==> src/rtl/dram_arbiter.sv <==
// dram_arbiter: two-master round-robin arbiter and sequencer for the data RAM port.
// Master 0 is the core memory stage, master 1 a secondary bus master. The winner's
// command is latched, issued to the RAM for one cycle, the read latency is waited
// out, and a one-cycle ack is returned to the granted master.
module dram_arbiter #(
    parameter int RD_LAT = 1
) (
    input  logic        clk,
    input  logic        rst,

    input  logic        m0_req,
    input  logic        m0_we,
    input  logic [3:0]  m0_sel,
    input  logic [31:0] m0_addr,
    input  logic [31:0] m0_wdata,
    output logic [31:0] m0_rdata,
    output logic        m0_ack,

    input  logic        m1_req,
    input  logic        m1_we,
    input  logic [3:0]  m1_sel,
    input  logic [31:0] m1_addr,
    input  logic [31:0] m1_wdata,
    output logic [31:0] m1_rdata,
    output logic        m1_ack,

    output logic        ram_ce_o,
    output logic        ram_we_o,
    output logic [3:0]  ram_sel_o,
    output logic [31:0] ram_addr_o,
    output logic [31:0] ram_data_o,
    input  logic [31:0] ram_data_i,

    output logic        stall_req_o
);

    typedef enum logic [1:0] {
        IDLE  = 2'd0,
        ISSUE = 2'd1,
        WAIT  = 2'd2,
        RESP  = 2'd3
    } state_t;

    // Counter start value: WAIT lasts RD_LAT cycles, counting down to zero.
    localparam logic [1:0] LAT_INIT = 2'(RD_LAT - 1);

    state_t      state_q, state_d;
    logic        grant_q, grant_d;
    logic        last_grant_q, last_grant_d;
    logic [1:0]  lat_cnt_q, lat_cnt_d;
    logic        latch_cmd;
    logic        capture;

    logic        cmd_we_q;
    logic [3:0]  cmd_sel_q;
    logic [31:0] cmd_addr_q;
    logic [31:0] cmd_wdata_q;

    logic        win_we;
    logic [3:0]  win_sel;
    logic [31:0] win_addr;
    logic [31:0] win_wdata;

    // Next-state logic: round-robin grant in IDLE, latency countdown in WAIT.
    always_comb begin
        state_d      = state_q;
        grant_d      = grant_q;
        last_grant_d = last_grant_q;
        lat_cnt_d    = lat_cnt_q;
        latch_cmd    = 1'b0;
        capture      = 1'b0;
        case (state_q)
            IDLE: begin
                if (m0_req || m1_req) begin
                    if (m0_req && m1_req) begin
                        grant_d = ~last_grant_q;
                    end else begin
                        grant_d = m1_req;
                    end
                    last_grant_d = grant_d;
                    latch_cmd    = 1'b1;
                    state_d      = ISSUE;
                end
            end
            ISSUE: begin
                if (cmd_we_q) begin
                    state_d = RESP;
                end else begin
                    lat_cnt_d = LAT_INIT;
                    state_d   = WAIT;
                end
            end
            WAIT: begin
                if (lat_cnt_q != 2'd0) begin
                    lat_cnt_d = lat_cnt_q - 2'd1;
                end else begin
                    capture = 1'b1;
                    state_d = RESP;
                end
            end
            RESP: begin
                state_d = IDLE;
            end
            default: begin
                state_d = IDLE;
            end
        endcase
    end

    // Select the command of the master being granted this cycle.
    always_comb begin
        win_we    = m0_we;
        win_sel   = m0_sel;
        win_addr  = m0_addr;
        win_wdata = m0_wdata;
        if (grant_d) begin
            win_we    = m1_we;
            win_sel   = m1_sel;
            win_addr  = m1_addr;
            win_wdata = m1_wdata;
        end
    end

    // Control registers; last_grant resets to 1 so master 0 wins the first tie.
    always_ff @(posedge clk or posedge rst) begin
        if (rst) begin
            state_q      <= IDLE;
            grant_q      <= 1'b0;
            last_grant_q <= 1'b1;
            lat_cnt_q    <= 2'd0;
        end else begin
            state_q      <= state_d;
            grant_q      <= grant_d;
            last_grant_q <= last_grant_d;
            lat_cnt_q    <= lat_cnt_d;
        end
    end

    // Command latch: captures the winner's command at the grant edge and holds it.
    always_ff @(posedge clk or posedge rst) begin
        if (rst) begin
            cmd_we_q    <= 1'b0;
            cmd_sel_q   <= 4'd0;
            cmd_addr_q  <= 32'd0;
            cmd_wdata_q <= 32'd0;
        end else if (latch_cmd) begin
            cmd_we_q    <= win_we;
            cmd_sel_q   <= win_sel;
            cmd_addr_q  <= win_addr;
            cmd_wdata_q <= win_wdata;
        end
    end

    // Read data registers: only the granted master's copy updates, and only on a read.
    always_ff @(posedge clk or posedge rst) begin
        if (rst) begin
            m0_rdata <= 32'd0;
            m1_rdata <= 32'd0;
        end else if (capture) begin
            if (grant_q) begin
                m1_rdata <= ram_data_i;
            end else begin
                m0_rdata <= ram_data_i;
            end
        end
    end

    // RAM port is driven from the latched command only during ISSUE, zero otherwise.
    always_comb begin
        ram_ce_o   = 1'b0;
        ram_we_o   = 1'b0;
        ram_sel_o  = 4'd0;
        ram_addr_o = 32'd0;
        ram_data_o = 32'd0;
        if (state_q == ISSUE) begin
            ram_ce_o   = 1'b1;
            ram_we_o   = cmd_we_q;
            ram_sel_o  = cmd_sel_q;
            ram_addr_o = cmd_addr_q;
            ram_data_o = cmd_wdata_q;
        end
    end

    // Acks come straight from the RESP state and the grant register.
    always_comb begin
        m0_ack      = (state_q == RESP) && !grant_q;
        m1_ack      = (state_q == RESP) &&  grant_q;
        stall_req_o = m0_req & ~m0_ack;
    end

endmodule
==> config.mk <==
export PLATFORM = sky130hd
export DESIGN_NAME = dram_arbiter
export DESIGN_NICKNAME = d
export VERILOG_FILES = /design/src/rtl/dram_arbiter.sv
export SDC_FILE = /design/constraint.sdc
export NUM_CORES = 1
export LEC_CHECK = 0
export CORE_MARGIN = 2
export CORE_UTILIZATION = 38
export DETAILED_ROUTE_END_ITERATION = 10
export GPL_ROUTABILITY_DRIVEN = 0
export PLACE_DENSITY = 0.77
export SETUP_SLACK_MARGIN = 0.05
export SYNTH_ARGS = -nofsm -noshare
export SYNTH_HDL_FRONTEND = slang
export SYNTH_SLANG_ARGS = --single-unit
==> constraint.sdc <==
create_clock -name clk -period 4.1 [get_ports clk]
set_clock_uncertainty 0.05 [all_clocks]
set_input_delay 0.41 -clock clk [delete_from_list [all_inputs] [get_ports clk]]
set_output_delay 0.41 -clock clk [all_outputs]
set_load 0.01 [all_outputs]
### Word level (Yosys, flattened, before mapping)

Cells that the tools add are included.
W data, S select, Z words.

| cells by class | value |
|---|---|
| reductions and logical operators | 13 |
| equal/unequal tests | 7 |
| $add $sub $neg | 1 |
| bitwise logic cells | 4 |
| mux-type cells | 23 |

Operators with widths:

| cell | number |
|---|---|
| $mux W32 | 4 |
| $mux W1 | 11 |
| $mux W2 | 4 |
| $mux W4 | 2 |
| $ne A2 B2 Y1 const B | 4 |
| $pmux W2 S4 | 1 |
| $reduce_and A2 Y1 | 4 |
| $eq A2 B2 Y1 const B | 2 |
| $pmux W2 S2 | 1 |
| $reduce_bool A2 Y1 | 2 |
| $logic_and A1 B1 Y1 | 3 |
| $not A1 Y1 | 3 |
| $reduce_and A3 Y1 | 1 |
| $eq A2 B1 Y1 const B | 1 |
| $logic_not A2 Y1 | 1 |
| $sub A2 B1 Y2 const B | 1 |
| $and A1 B1 Y1 | 1 |
| $logic_not A1 Y1 | 1 |
| $logic_or A1 B1 Y1 | 1 |

| word-level totals | value |
|---|---|
| input port bits | 174 |
| logic and storage cells | 58 |
| output and inout port bits | 137 |
| flip-flop bits (word level) | 139 |

### Longest topological paths before layout

Gate-level depths: netlist of run 1.

| depth | value |
|---|---|
| depth in word-level cells | 5 |
| depth in mapped cells | 8 |
| mapped depth without buffers | 5 |

### Least setup slack after synthesis of run 1

No wires, ideal clock.

| timing | value |
|---|---|
| kind | register to output |
| start | register state_q[1] |
| end | output port ram_addr_o[14] |
| arrival time | 1482 ps |
| setup slack | 2158 ps |
| stages on the path, launching flop included | 7 |
| required time | 3640 ps |
| path through | dfrtp_1 -> inv_1 -> ha_1 -> buf_2 -> clkbuf_1 -> clkbuf_1 -> and2_1 |

| on the way | value |
|---|---|
| longest elaborated chain between the ends | 2 |

Ends and longest elaborated chain:

| item | RTL line | RTL |
|---|---|---|
| start: declaration | 47 | `state_t state_q, state_d;` |
| start signal: assignment | 132 | `state_q <= state_d;` |
| $eq A2 B1 Y1 | 175 | `if (state_q == ISSUE) begin` |
| $mux W32 | 175 |  |
| end: declaration | 30 | `output logic [31:0] ram_addr_o,` |

No other way between the ends.

### Worst setup path after layout of run 1

| timing | value |
|---|---|
| start | register state_q[1] |
| end | output port ram_addr_o[30] |

Same word-level chain as after synthesis.

==> results of run 1 <==
area by class of cell:
type,count,area share
timing repair buffer,319,0.300
sequential,139,0.327
clock inverter,14,0.0142
tap,229,0.0269
clock buffer,18,0.0412
multi-input combinational,446,0.289
inverter,5,0.00211
critical path, delay by kind of cell, from the launching register on:
kind | cells | cell delay (ns)
adder cells (fa/ha/maj) | 1 | 0.62
flip-flops | 1 | 0.43
AND/OR/NAND/NOR | 1 | 0.19
buffers and inverters | 3 | 1.06
power groups by stage:
| stage | sequential, mW | clock, mW | combinational [mW] |
|---|---|---|---|
| after floorplan | 2.53 | 0 | 1.83 |
| after global placement | 2.43 | 0 | 3.67 |
| after detailed placement | 2.45 | 0 | 3.74 |
| after global routing | 2.52 | 1.64 | 4.04 |
| final | 2.42 | 1.53 | 3.70 |
| after CTS | 2.43 | 1.57 | 3.75 |
per-layer routing:
metal	wire [um]	GRT usage	up-vias	share of wire
met1	8090	0.252	2676	0.43
met4	314	0.0601	2	0.017
met3	1420	0.0687	24	0.076
li1	-	-	2877	-
met5	12	0	-	0.00064
met2	8820	0.320	220	0.47
metrics by stage:
step                      area [um^2]   util
final                           10700  0.595
after detailed placement        10100  0.562
after global routing            10700  0.595
after floorplan                  6900      -
after global placement          10100  0.562
after CTS                       10700  0.595
worst max-delay path by stage:
stage / slack, ns / endpoint / depth (start not counted)
after floorplan: 1.91 / async pin / 1
after global placement: 1.44 / cmd_wdata_q[2]$_DFFE_PP0P_ / 5
after detailed placement: 1.31 / ram_addr_o[30] / 5
after CTS: 0.86 / ram_data_o[22] / 5
after global routing: 0.68 / ram_data_o[24] / 5
final: 0.89 / ram_addr_o[30] / 5
sequential cells by signal (all words and copies together), names as in the netlist, named ones only:
signal        flops
cmd_sel_q         4
cmd_addr_q       32
m0_rdata         32
cmd_we_q          1
state_q           2
m1_rdata         32
cmd_wdata_q      32
lat_cnt_q         2
last_grant_q      1
synthesized netlist by cell type (all sizes together):
cell type    n
nor3         1
nand3b       2
and2        70
nand2        2
clkbuf      21
buf         41
mux2        65
a31oi       69
o21a         1
inv          5
or3b        71
nand3        1
a211oi       1
a211o        1
o311ai       1
o22ai        1
o21ai       69
dfrtp      138
nor2        77
o31a         1
a22oi        1
ha           6
dfstp        1
a21oi        2
nor2b        4
cells by family (layout without fill, tap and decap cells):
group	count (synthesis)	in the layout	share of synthesized area
buf+inv	67	356	0.0513
compound gates	147	147	0.122
fa+ha+maj	6	6	0.0109
simple gates	228	228	0.205
mux	65	65	0.106
flops	139	139	0.504
==> flow_metrics.env, run 1 <==
export IMPL_status="completed"
export IMPL_cts_made_buffers=17
export IMPL_final_nets=1108
export IMPL_worst_setup_path_start_kind="flop"
export IMPL_numClockSinks=139
export IMPL_synth_area_um2=6900
export IMPL_hold_buffers=0
export IMPL_power_internal_mw=4.98
export IMPL_holdWs_ns=0.427
export IMPL_h_tree_depth=4
export IMPL_powerDensity_nw_per_um2=718
export IMPL_core_area_um2=17900
export IMPL_post_cts_buffers=0
export IMPL_grt_pass1_wl_um=30700
export IMPL_synth_cells=652
export IMPL_grt_use_total=0.198
export IMPL_critPathKind="flop to output pin"
export IMPL_area_delta_synth_final_pct=54.4
export IMPL_worstHoldPathType="input port to async pin"
export IMPL_clockRootBuffer="clkbuf_16"
export IMPL_path_max_fanout=38
export IMPL_avgSynthCellArea_um2=10.6
export IMPL_clock_latency_ns=0.41
export IMPL_final_cell_mix="310 x clkdlybuf4s50_1, 138 x dfrtp_1, 77 x nor2_1, 71 x or3b_1, 70 x and2_1"
export IMPL_grt_pass1_vias=5663
export IMPL_antenna_left=0
export IMPL_setup_viol=0
export IMPL_p_sw_mw=2.67
export IMPL_grt_overflow=0
export IMPL_relSlewSlack=0.248
export IMPL_worst_slack_ns=0.889
export IMPL_end_kind="output pin"
export IMPL_ys_ff_latch=139
export IMPL_io_buffer_count=310
export IMPL_worstReg2RegStart="state_q[0]$_DFFE_PP0P_"
export IMPL_multi_input_area_um2=3080
export IMPL_route_detailed_drc=0
export IMPL_crit_path_start="state_q[1]$_DFFE_PP0P_"
export IMPL_p_leak_nw=4.13
export IMPL_drv_cap=0
export IMPL_grt_start_max_net_pins=133
export IMPL_r2r_slack_ns=1.58
export IMPL_p_sw_frac=0.349
export IMPL_dieArea_um2=19200
export IMPL_tritoncts="done"
export IMPL_initial_core_util=0.385
export IMPL_clkPwrFrac=0.200
export IMPL_fmax_mhz=311
export IMPL_antenna_found_initial=1
export IMPL_fillers=1520
export IMPL_synth_top_area_frac=0.501
export IMPL_cts_resized=0
export IMPL_synth_net_count=832
export IMPL_reg2reg_depth=6
export IMPL_dp_cells=1138
export IMPL_combPwrFrac=0.484
export IMPL_slowest_stage="ha_2"
export IMPL_seqPwrFrac=0.317
export IMPL_synth_yosys_seq_area_share=0.504
export IMPL_drive_gt1_frac=0.0499
export IMPL_synth_warnings=0
export IMPL_path_cells="inv_1 > ha_2 > buf_4 > and2_1 > clkdlybuf4s50_1"
export IMPL_worstPathRequired_ns=3.64
export IMPL_postRouteWirelength_um=18700
export IMPL_synth_cell_types=30
export IMPL_num_rows=49
export IMPL_preCtsSetupSlack_ns=1.31
export IMPL_fin_crit_sh=0.783
export IMPL_diodes=0
export IMPL_vias=5799
export IMPL_die_w_um=139
export IMPL_path_clk_slew_ns=0.07
export IMPL_synth_top_area_cell="dfrtp_1"
export IMPL_stdcell_count=1170
export IMPL_finalMaxSlewViolations=0
export IMPL_cts_max_path_buffers=2
export IMPL_cp_arrival_ns=2.75
export IMPL_rsz0062_at_grt="false"
export IMPL_fp_dieH_um=139
export IMPL_worstMarginPinSlew_ns=1.13
export IMPL_drt_initial_drc_count=238
export IMPL_max_stage_delay_ns=0.62
export IMPL_timing_hold_violations_final=0
export IMPL_place_hpwl_um=13200
export IMPL_totalPowerFinal_mw=7.65
export IMPL_final_common_cell="clkdlybuf4s50_1"
export IMPL_reg2reg_to="cmd_wdata_q[3]$_DFFE_PP0P_"
export IMPL_finalSetupTns_ns=0
export IMPL_regArea_um2=3480
export IMPL_ir_drop_mv=0.430
export IMPL_avgViaCountPerCell=4.96
export IMPL_routedWlPerCell_um=15.9
export IMPL_io_pins=311
export IMPL_dr_pass1_iters=4
export IMPL_layout_min_cycle_time_ns=3.21
export IMPL_synthTopCellsByArea="dfrtp_1 50%, mux2_1 11%, or3b_1 9.0%, and2_1 6.3%, a31oi_1 6.3%"
Power figures use the tool's default switching activity.
==> run 2, diff against run 1 <==
CORE_UTILIZATION = 40   (was 38)
clock period = 3.3 ns   (was 4.1 ns; I/O delays follow)
==> flow_metrics.env, run 2 (synthesis gave the netlist of run 1 again) <==
export IMPL_numClockSinks=139
export IMPL_initial_core_util=0.404
export IMPL_tritoncts="done"
export IMPL_avgViaCountPerCell=4.99
export IMPL_antenna_found_initial=0
export IMPL_holdWs_ns=0.409
export IMPL_cts_max_path_buffers=2
export IMPL_die_w_um=135
export IMPL_io_buffer_count=310
export IMPL_end_kind="output pin"
export IMPL_worst_setup_path_start_kind="flop"
export IMPL_final_area_um2=10700
export IMPL_final_cell_mix="310 x clkdlybuf4s50_1, 138 x dfrtp_1, 77 x nor2_1, 71 x or3b_1, 70 x and2_1"
export IMPL_worstHoldPathType="input port to async pin"
export IMPL_timing_hold_violations_final=0
export IMPL_vias=5841
export IMPL_routedWlPerCell_um=16.2
export IMPL_stdcell_count=1171
export IMPL_finalSetupTns_ns=0
export IMPL_ir_drop_mv=0.406
export IMPL_dp_cells=1139
export IMPL_dieArea_um2=18300
export IMPL_drive_gt1_frac=0.0550
export IMPL_p_sw_mw=3.36
export IMPL_postRouteWirelength_um=19000
export IMPL_combPwrFrac=0.496
export IMPL_path_clk_slew_ns=0.07
export IMPL_core_area_um2=17100
export IMPL_cts_resized=0
export IMPL_grt_use_total=0.208
export IMPL_clockRootBuffer="clkbuf_16"
export IMPL_cts_made_buffers=17
export IMPL_io_pins=311
export IMPL_totalPowerFinal_mw=9.53
export IMPL_clock_latency_ns=0.41
export IMPL_rsz0062_at_grt="false"
export IMPL_seqPwrFrac=0.314
export IMPL_grt_pass1_vias=5873
export IMPL_p_leak_nw=4.17
export IMPL_cp_arrival_ns=2.28
export IMPL_grt_start_max_net_pins=140
export IMPL_path_max_fanout=73
export IMPL_power_internal_mw=6.17
export IMPL_area_delta_synth_final_pct=55.2
export IMPL_place_hpwl_um=13500
export IMPL_post_cts_buffers=0
export IMPL_final_common_cell="clkdlybuf4s50_1"
export IMPL_fin_crit_sh=0.806
export IMPL_worstMarginPinSlew_ns=0.746
export IMPL_dr_pass1_iters=5
export IMPL_h_tree_depth=4
export IMPL_hold_buffers=0
export IMPL_drt_initial_drc_count=204
export IMPL_dpl_cell_area_um2=10100
export IMPL_grt_pass1_wl_um=29700
export IMPL_grt_overflow=0
export IMPL_relSlewSlack=0.503
export IMPL_antenna_left=0
export IMPL_drv_cap=0
export IMPL_worstPathRequired_ns=2.92
export IMPL_powerDensity_nw_per_um2=890
export IMPL_status="completed"
export IMPL_layout_min_cycle_time_ns=2.66
export IMPL_setup_viol=0
export IMPL_final_nets=1113
export IMPL_fp_dieH_um=135
export IMPL_route_detailed_drc=0
export IMPL_critPathKind="flop to output pin"
export IMPL_num_rows=48
export IMPL_fmax_mhz=376
export IMPL_finalMaxSlewViolations=0
export IMPL_p_sw_frac=0.353
export IMPL_clkPwrFrac=0.191
export IMPL_diodes=0
[run 2: metrics by stage]
step,setup WS [ns],utilization
global placement,1.03,0.595
detailed placement,1.01,0.595
global route,0.482,0.628
floorplan,1.19,-
CTS,0.570,0.628
finish,0.639,0.628
[run 2: cell type report]
cell class | count | area, um^2
clock buffers | 18 | 439
fillers | 1441 | 6350
repair buffers | 324 | 3280
flip-flops and latches | 139 | 3480
well taps | 225 | 282
multi-input cells | 446 | 3080
clock inverters | 14 | 124
inverters | 5 | 22.5
[run 2: final timing paths]
kind                                         start                         end  slack [ns]  cells past startpoint
hold reg to reg            m1_rdata[5]$_DFFE_PP0P_     m1_rdata[5]$_DFFE_PP0P_        0.44                      1
min in group clk                       m1_addr[18]  cmd_addr_q[18]$_DFFE_PP0P_        0.44                      3
setup reg to reg            state_q[0]$_DFFE_PP0P_   cmd_addr_q[4]$_DFFE_PP0P_        1.17                      6
hold / removal                                 rst    m0_rdata[19]$_DFFE_PP0P_        0.41                      3
setup / recovery            state_q[1]$_DFFE_PP0P_                ram_sel_o[0]        0.64                      5
max in group asynchronous                      rst        cmd_we_q$_DFFE_PP0P_        2.21                      3
[run 2: power by group through the flow]
stage / clock network (mW) / logic (mW) / registers [mW]
6_report: 1.82 / 4.73 / 2.99
5_1_grt: 1.94 / 5.15 / 3.10
4_1_cts: 1.86 / 4.79 / 3.00
3_5_place_dp: 0 / 4.77 / 3.03
3_3_place_gp: 0 / 4.71 / 2.98
2_1_floorplan: 0 / 2.28 / 3.14
[run 2: per-layer routing]
| layer | part of all wire | GRT usage |
|---|---|---|
| met1 | 0.40 | 0.231 |
| met2 | 0.49 | 0.371 |
| met3 | 0.085 | 0.0707 |
| met4 | 0.023 | 0.0741 |
| met5 | 0 | 0 |
[run 2: worst max-delay path: stages, from the launching register on]
cell and delay [ns]:
dfrtp_1 0.42, inv_1 0.11, ha_2 0.20, buf_12 0.26, and2_1 0.28, clkdlybuf4s50_1 0.57
==> run 3, diff against run 2 <==
CORE_UTILIZATION = 38   (was 40)
clock period = 2.2 ns   (was 3.3 ns; I/O delays follow)
==> flow_metrics.env, run 3 (synthesis gave the netlist of run 1 again) <==
export IMPL_powerDensity_nw_per_um2=1320
export IMPL_finalSetupTns_ns=0
export IMPL_drt_initial_drc_count=229
export IMPL_reg2reg_depth=6
export IMPL_final_cell_mix="239 x clkdlybuf4s50_1, 138 x dfrtp_1, 77 x nor2_1, 71 x or3b_1, 70 x and2_1"
export IMPL_grt_overflow=0
export IMPL_clock_latency_ns=0.41
export IMPL_critPathKind="flop to output pin"
export IMPL_post_route_util=0.605
export IMPL_clkPwrFrac=0.199
export IMPL_initial_core_util=0.385
export IMPL_ir_drop_mv=0.691
export IMPL_dieArea_um2=19200
export IMPL_fp_dieH_um=139
export IMPL_diodes=0
export IMPL_maxUsedRoutingLayer="met4"
export IMPL_grt_start_max_net_pins=83
export IMPL_layout_min_cycle_time_ns=2.09
export IMPL_wl_met2_um=9550
export IMPL_worst_setup_path_start_kind="flop"
export IMPL_fin_crit_sh=0.951
export IMPL_worstHoldPathType="input port to async pin"
export IMPL_avgViaCountPerCell=5.01
export IMPL_core_area_um2=17900
export IMPL_finalMaxSlewViolations=0
export IMPL_numClockSinks=139
export IMPL_status="completed"
export IMPL_route_detailed_drc=0
export IMPL_routedWlPerCell_um=16.6
export IMPL_clockRootBuffer="clkbuf_16"
export IMPL_path_clk_slew_ns=0.07
export IMPL_dpl_cell_area_um2=10200
export IMPL_final_nets=1119
export IMPL_p_sw_frac=0.356
export IMPL_cts_made_buffers=17
export IMPL_area_delta_synth_final_pct=57.1
export IMPL_rsz0062_at_grt="true"
export IMPL_hold_buffers=0
export IMPL_path_max_fanout=17
export IMPL_p_sw_mw=5.11
export IMPL_final_common_cell="clkdlybuf4s50_1"
export IMPL_num_rows=49
export IMPL_setup_viol=0
export IMPL_reg2reg_to="cmd_addr_q[14]$_DFFE_PP0P_"
export IMPL_crit_path_start="state_q[1]$_DFFE_PP0P_"
export IMPL_timing_hold_violations_final=0
export IMPL_antenna_left=0
export IMPL_dr_pass1_iters=6
export IMPL_grt_pass1_wl_um=32000
export IMPL_power_internal_mw=9.24
export IMPL_p_leak_nw=4.50
export IMPL_io_pins=311
export IMPL_worstReg2RegStart="state_q[0]$_DFFE_PP0P_"
export IMPL_vias=5912
export IMPL_postRouteWirelength_um=19600
export IMPL_cts_max_path_buffers=2
export IMPL_end_kind="output pin"
export IMPL_grt_pass1_vias=5982
export IMPL_route_met3_wl_um=1420
export IMPL_fmax_mhz=478
export IMPL_drive_gt1_frac=0.0620
export IMPL_antenna_found_initial=0
export IMPL_worstPathRequired_ns=1.93
export IMPL_grt_use_total=0.207
export IMPL_wl_met1_um=8190
export IMPL_cp_arrival_ns=1.82
export IMPL_drv_cap=0
export IMPL_final_area_um2=10800
export IMPL_holdWs_ns=0.106
export IMPL_tritoncts="done"
export IMPL_combPwrFrac=0.487
export IMPL_r2r_slack_ns=0.24
export IMPL_io_buffer_count=310
export IMPL_place_hpwl_um=13400
export IMPL_worstMarginPinSlew_ns=0.454
export IMPL_h_tree_depth=4
export IMPL_fillers=1570
export IMPL_die_w_um=139
export IMPL_relSlewSlack=0.697
export IMPL_seqPwrFrac=0.315
run 3: through the flow:
| step | total power, mW | setup WS, ns | instances |
|---|---|---|---|
| final | 14.3 | 0.108 | 1181 |
| after global routing | 15.4 | 0.0155 | 1181 |
| after CTS | 14.5 | 0.0606 | 1180 |
| after detailed placement | 11.8 | 0.231 | 1144 |
| after global placement | 11.6 | 0.251 | 1144 |
| after floorplan | 8.12 | 0.196 | 652 |
run 3: critical path: stages, from the launching register on:
cell and delay (ns):
dfrtp_1 0.39, inv_2 0.09, ha_4 0.23, buf_12 0.17
clkdlybuf4s50_1 0.54
run 3: layout make-up:
type,count,area (um^2),area share
Timing Repair Buffer,330,3370,0.311
Sequential cell,139,3480,0.321
Tap cell,229,287,0.0264
Inverter,5,22.5,0.00208
Multi-Input combinational cell,446,3090,0.285
Clock inverter,14,151,0.0140
Clock buffer,18,439,0.0405
run 3: power groups by stage:
stage | Clock, mW | Sequential, mW | Combinational [mW]
CTS | 2.93 | 4.53 | 7.01
finish | 2.85 | 4.51 | 6.98
global route | 3.04 | 4.71 | 7.65
floorplan | 0 | 4.71 | 3.41
detailed placement | 0 | 4.58 | 7.19
global placement | 0 | 4.52 | 7.06
run 3: how the worst max path moves through the flow:
| stage | to | slack [ns] | depth (start not counted) |
|---|---|---|---|
| 5_1_grt | ram_data_o[13] | 0.02 | 5 |
| 6_report | ram_ce_o | 0.11 | 4 |
| 3_3_place_gp | ram_we_o | 0.25 | 5 |
| 4_1_cts | ram_ce_o | 0.06 | 4 |
| 2_1_floorplan | async pin | 0.20 | 1 |
| 3_5_place_dp | ram_data_o[11] | 0.23 | 5 |
run 3: what timing repair did:
| item | 4_1_cts | 5_1_grt |
|---|---|---|
| setup buffers | 2 | 0 |
| setup endpoints to repair | 71 | 1 |
| gates cloned | 2 | 1 |
| resized for setup | 74 | 4 |
run 3: layer usage:
layer	up-vias	global-route usage
met3	28	0.0608
met4	0	0.0707
li1	2885	-
met2	225	0.346
met1	2774	0.259
met5	-	0
